## config.mk

```make
export PLATFORM = sky130hd
export DESIGN_NAME = bus_dest_regfile
export DESIGN_NICKNAME = d
export VERILOG_FILES = /design/src/rtl/bus_dest_regfile.sv
export SDC_FILE = /design/constraint.sdc
export NUM_CORES = 1
export LEC_CHECK = 0
export ABC_AREA = 1
export ABC_CLOCK_PERIOD_IN_PS = 2800
export BUFFER_PORTS_ARGS = -buffer_cell sky130_fd_sc_hd__buf_2
export CAP_MARGIN = 20
export CORE_AREA = 8 8 287 289
export CTS_CLUSTER_DIAMETER = 150
export DETAILED_ROUTE_END_ITERATION = 10
export DIE_AREA = 0 0 295 297
export PLACE_DENSITY = 0.6
export SLEW_MARGIN = 20
export SYNTH_ARGS = -nofsm -noshare
export SYNTH_HDL_FRONTEND = slang
export SYNTH_SLANG_ARGS = --single-unit
```

## constraint.sdc

```tcl
create_clock -name clock -period 2.8 [get_ports clock]
set_clock_uncertainty 0.05 [all_clocks]
set_input_delay 0 -clock clock [delete_from_list [all_inputs] [get_ports clock]]
set_output_delay 0 -clock clock [all_outputs]
set_load 0.005 [all_outputs]
```

## src/rtl/bus_dest_regfile.sv

```systemverilog
// Bus destination register file: writes BusMuxOut into the register named by a
// 5-bit destination code and hands OutPort values to the output device via valid/ack.
module bus_dest_regfile #(
    parameter int unsigned wordSize = 32
) (
    input  logic                clock,
    input  logic                clear,
    input  logic [wordSize-1:0] BusMuxOut,
    input  logic                wr_valid,
    input  logic [4:0]          wr_dest,
    output logic                wr_ready,
    input  logic                pc_inc,
    input  logic                out_ack,
    output logic                out_valid,
    output logic [wordSize-1:0] R0_q,
    output logic [wordSize-1:0] R1_q,
    output logic [wordSize-1:0] R2_q,
    output logic [wordSize-1:0] R3_q,
    output logic [wordSize-1:0] R4_q,
    output logic [wordSize-1:0] R5_q,
    output logic [wordSize-1:0] R6_q,
    output logic [wordSize-1:0] R7_q,
    output logic [wordSize-1:0] R8_q,
    output logic [wordSize-1:0] R9_q,
    output logic [wordSize-1:0] R10_q,
    output logic [wordSize-1:0] R11_q,
    output logic [wordSize-1:0] R12_q,
    output logic [wordSize-1:0] R13_q,
    output logic [wordSize-1:0] R14_q,
    output logic [wordSize-1:0] R15_q,
    output logic [wordSize-1:0] LO_q,
    output logic [wordSize-1:0] HI_q,
    output logic [wordSize-1:0] PC_q,
    output logic [wordSize-1:0] MAR_q,
    output logic [wordSize-1:0] IR_q,
    output logic [wordSize-1:0] OutPort_q,
    output logic                dest_err
);

    localparam logic [4:0] DEST_LO      = 5'd16;
    localparam logic [4:0] DEST_HI      = 5'd17;
    localparam logic [4:0] DEST_PC      = 5'd20;
    localparam logic [4:0] DEST_MAR     = 5'd21;
    localparam logic [4:0] DEST_OUTPORT = 5'd22;
    localparam logic [4:0] DEST_IR      = 5'd23;

    typedef enum logic {
        IDLE,
        OUT_WAIT
    } state_t;

    state_t              state;
    logic [wordSize-1:0] gpr [16];
    logic                accept;

    assign wr_ready = (state == IDLE) && !clear;
    assign accept   = wr_valid && wr_ready;

    // Register file, PC increment and OutPort handshake FSM
    always_ff @(posedge clock) begin
        if (clear) begin
            state     <= IDLE;
            out_valid <= 1'b0;
            dest_err  <= 1'b0;
            LO_q      <= '0;
            HI_q      <= '0;
            PC_q      <= '0;
            MAR_q     <= '0;
            IR_q      <= '0;
            OutPort_q <= '0;
            for (int i = 0; i < 16; i++) begin
                gpr[i] <= '0;
            end
        end else begin
            // A bus write to PC is assigned later and so overrides the increment
            if (pc_inc) begin
                PC_q <= PC_q + wordSize'(1);
            end
            if (accept) begin
                if (!wr_dest[4]) begin
                    gpr[wr_dest[3:0]] <= BusMuxOut;
                end else begin
                    case (wr_dest)
                        DEST_LO:  LO_q  <= BusMuxOut;
                        DEST_HI:  HI_q  <= BusMuxOut;
                        DEST_PC:  PC_q  <= BusMuxOut;
                        DEST_MAR: MAR_q <= BusMuxOut;
                        DEST_IR:  IR_q  <= BusMuxOut;
                        DEST_OUTPORT: begin
                            OutPort_q <= BusMuxOut;
                            out_valid <= 1'b1;
                            state     <= OUT_WAIT;
                        end
                        default:  dest_err <= 1'b1;
                    endcase
                end
            end
            if (state == OUT_WAIT && out_ack) begin
                out_valid <= 1'b0;
                state     <= IDLE;
            end
        end
    end

    assign R0_q  = gpr[0];
    assign R1_q  = gpr[1];
    assign R2_q  = gpr[2];
    assign R3_q  = gpr[3];
    assign R4_q  = gpr[4];
    assign R5_q  = gpr[5];
    assign R6_q  = gpr[6];
    assign R7_q  = gpr[7];
    assign R8_q  = gpr[8];
    assign R9_q  = gpr[9];
    assign R10_q = gpr[10];
    assign R11_q = gpr[11];
    assign R12_q = gpr[12];
    assign R13_q = gpr[13];
    assign R14_q = gpr[14];
    assign R15_q = gpr[15];

endmodule
```

Yosys cells after proc, flatten, opt, wreduce, memory -nomap -nowiden:

Memory sizes are Yosys's and may differ from the RTL's.
Index checks and enable logic that the tools add are counted.

* multipliers: 0
* order comparisons: 0
* add/subtract/negate cells: 1
* div/mod/pow operators: 0
* muxes and demuxes: 13
* reduce and logical (&&, ||, !) cells: 13
* eq/ne operators: 6
* shift-type cells: 0
* bitwise gates (word level): 2

Operator list (number)
* 32-bit two-way mux: 5
* 32-bit by 1-bit adder with 32-bit output, second input constant: 1
* 32-bit OR reduction: 1
* 5-bit == test, second input constant: 6
* 3-bit AND reduction: 6
* 1-bit two-way mux: 7
* 6-bit OR reduction: 1
* 4-bit two-way mux: 1
* 1-bit logical AND: 3
* 1-bit inverter: 2
* 2-bit OR reduction: 1
* 1-bit zero test: 1

* word-level logic and storage cells: 44
* bits in read-only memories: 0
* register bits: 194
* bits in writable memories: 512
* bits in latches: 0
* memories kept: 1

Memories
* gpr: words 16, width 32, read ports 16, clocked after memory_dff 0, write ports 16, RTL line 53 `logic [wordSize-1:0] gpr [16];`

Logic depth before layout (Yosys ltp):

* depth after elaboration: 8
* mapped depth: 11

Worst setup path before layout:

Ideal clock, no wire load.

* path kind: register -> register
* start: reg state
* end: mem gpr[0][0], enable pin
* data arrival time: 1.904 ns
* clock period less this slack: 2.343 ns
* setup time: 0.389 ns
* setup slack: 0.457 ns
* stages on the path, launching flop included: 9
* cell sequence: dfxtp_1 nor2_4 nand2_1 nor2_2 inv_2 nor2_2 nand2_1 buf_2 nand2_1

RTL lines
* from (decl): RTL line 52 `state_t state;`
* from (signal assigned): RTL line 62 `state <= IDLE;`
* from (signal assigned): RTL line 92 `state <= OUT_WAIT;`
* from (signal assigned): RTL line 100 `state <= IDLE;`
* to (decl): RTL line 53

==> impl_metrics.ini <==
[hold_path]
hold_path_depth = 3
type_of_the_tightest_min_delay_check = in2reg

[timing]
unrepaired_setup_endpoints_after_global_routing = false
final_min_period_over_clock_period_pct = 84.90
maxClockFrequency_mhz = 420.7
min_period_ns = 2.377
setup_viol = 0
worstMarginPinSlew_ns = 1.041
post_layout_worst_setup_margin_ns = 0.4229
max_transition_viols_final = 0
finalHoldViolations = 0
finalSetupTns_ns = 0
timing.max_slew.rel_slack_pct = 30.60

[worst_setup_path]
critPathKind = reg2reg
worst_path_max_fanout = 19
critPathSlowestCell = nand2_2
setup.worst_path.start_class = flop
critPathArrivalTime_ns = 2.63
timing.reg2reg.worst_path_depth = 8
timing.critical_path.to_type = flop
crit_path_max_incr_delay_ns = 0.37
worstPathRequired_ns = 3.05
critical_path.cell_chain = nor2_4 > nand2_1 > nor2_2 > inv_2 > nor2_2 > nand2_1 > nand2_2 > buf_12

[synth]
yosysSeqAreaShare_pct = 75.50
postSynthAreaPerCell_sq_um = 12.10
synth_fa_ha_area_share_pct = 0.04905
synth_top_family_by_area = simple AND/OR/NAND/NOR gates
ys_ff_latch = 706
mappedNetlistNets = 2151
synth.area.mux_share_pct = 0
summed_instance_area_of_the_synthesized_netlist_sq_mm = 0.02551
ys_warnings = 0
synthXorXnorAreaFrac_pct = 0.3777
synth-compound-area-share_pct = 7.525
synth.lib_cells_used.distinct = 30
synth_cells = 2108
simple_gate_area_share_of_the_yosys_netlist_pct = 12.04

[global_route]
wire_length_of_the_first_global_routing_pass_um = 140000
number_of_antenna_violations_at_the_first_check_in_global_routing = 7
grt_pass1_vias = 18850
grt_max_degree = 127
overall_global_routing_resource_usage_pct = 21.89
overflow = 0

[cells_and_area]
layout.cells.most_common_list = 747 x buf_2, 591 x nor2_1, 512 x edfxtp_1, 194 x dfxtp_1, 155 x a21oi_1
mostFrequentLayoutCell = buf_2
drive_above_1_share_pct = 34.26
final_cell_area_sq_mm = 0.03344
layoutNonFillerInstCount = 3992
design.final.nets = 2921
synth_to_final_area_change_pct = 31.11
final_core_utilization_pct = 42.89

[floorplan]
die-height_um = 297
fp.dieW_um = 295
io_pins = 749
rows = 103
core_region_area_sq_mm = 0.07797
design.die.area_sq_mm = 0.08762
starting_density_pct = 32.71

[drt]
routed_via_density = 4.822
drc = 0
route.antenna.remaining_nets = 0
drt_first_iter_violations = 1683
routedWlPerCell_um = 25.20
wirelength_um = 100600
router_iterations_before_antenna_repair = 5
dr_total_vias = 19250

[placement]
input_output_buffers = 748
hpwl_um = 68980
instance_count_after_placement_with_tap_cells_included = 3810
gp_routability_congestion = 0.8431
dp_worst_setup_slack_ns = 0.4553
place_area_sq_mm = 0.03053

[clock_network]
cts_buffers = 76
ctsHtreeMaxLevel = 3
cts_max_path_buffers = 3
cts_sinks = 706
clk_latency_ns = 0.62
tritoncts = done
cts_root_buf = clkbuf_16
clkSlewWorstSetupHoldPaths_ns = 0.06

[pwr]
vdd.ir_drop.worst_v = 0.0004354
power_density_mw_per_mm2 = 695.8
leakage_nw = 14.21

[status]
status = completed

[run]
max_cap_violations = 0
## layout make-up
type,instances,area [sq um]
diodes,3,7.507
clock buffers,106,2128
clock inverters,33,376.6
fillers,7244,44530
inverters,97,366.6
multi-input cells,1132,5150
flip-flops and latches,706,19260
well taps,1050,1314
repair buffers,865,4842
## worst max-delay path: cells and delay by family (launching register included)
kind / cells / cell delay, ns
simple gates: 6 / 1.28
flops: 1 / 0.35
buf+inv: 2 / 0.36
## where the power goes
part | leakage (nW) | internal [mW] | total, mW | switching [mW]
clock | 1.22 | 5.70 | 10.1 | 4.36
sequential | 6.43 | 11.6 | 11.8 | 0.150
combinational | 6.56 | 0.449 | 1.45 | 1.00
total | 14.2 | 17.8 | 23.3 | 5.51
## per-layer routing
layer  up-vias  global-route usage [%]  routed length, um
li1       8679                       -                  -
met1      9413                   26.72              38710
met2      1009                   37.59              49210
met3       146                   6.140               9827
met4         2                   6.123               2814
met5         -                       0                 10
## flip-flops by register name, indices dropped and copies added (netlist names)
signal     cells
gpr          512
HI_q          32
IR_q          32
LO_q          32
MAR_q         32
OutPort_q     32
PC_q          32
dest_err       1
state          1
## timing repair
item                      CTS  global route
hold buffers               39             0
hold endpoints to repair  437             0
buffers inserted            0             0
resized for setup           0             0
## kinds of logic (layout without fill, tap and decap cells)
logic type	after synthesis	after routing
and+or+nand+nor	780	780
DFF	706	706
AOI/OAI and AO/OA	340	340
buffers and inverters	270	1101
xor gates and xnor gates	11	11
adders and majority gates	1	1
other	0	3
## through the flow
stage | power (mW) | hold slack [ns]
3_5_place_dp | 13.42 | 0.1496
3_3_place_gp | 13.41 | 0.1427
4_1_cts | 23.46 | 0.01328
5_1_grt | 23.94 | 0.02441
2_1_floorplan | 12.40 | 0.04904
6_report | 23.27 | 0.02550
## final timing paths
path / to / from / slack [ns]
setup / recovery: gpr[12][12]$_SDFFCE_PN0P_ / state$_SDFFE_PP0P_ / 0.42
hold / removal: gpr[3][26]$_SDFFCE_PN0P_ / BusMuxOut[26] / 0.03
setup reg to reg: gpr[12][12]$_SDFFCE_PN0P_ / state$_SDFFE_PP0P_ / 0.42
hold reg to reg: MAR_q[28]$_SDFFE_PP0P_ / MAR_q[28]$_SDFFE_PP0P_ / 0.44
## synthesized netlist by cell type, drive strengths merged
master	count	area share [%]
inv	97	1.4
nor2	598	8.9
a211oi	35	1.5
clkbuf	99	1.5
a21oi	155	3.0
edfxtp	512	60
nand3	38	0.77
ha	1	0.049
a311oi	1	0.034
o21ai	148	2.9
dfxtp	194	15
buf	74	1.6
nand2	124	1.8
xor2	6	0.21
xnor2	5	0.17
nand3b	8	0.24
nor3	6	0.16
a31oi	1	0.025
nand4	6	0.15
Power figures use the tool's default switching activity.
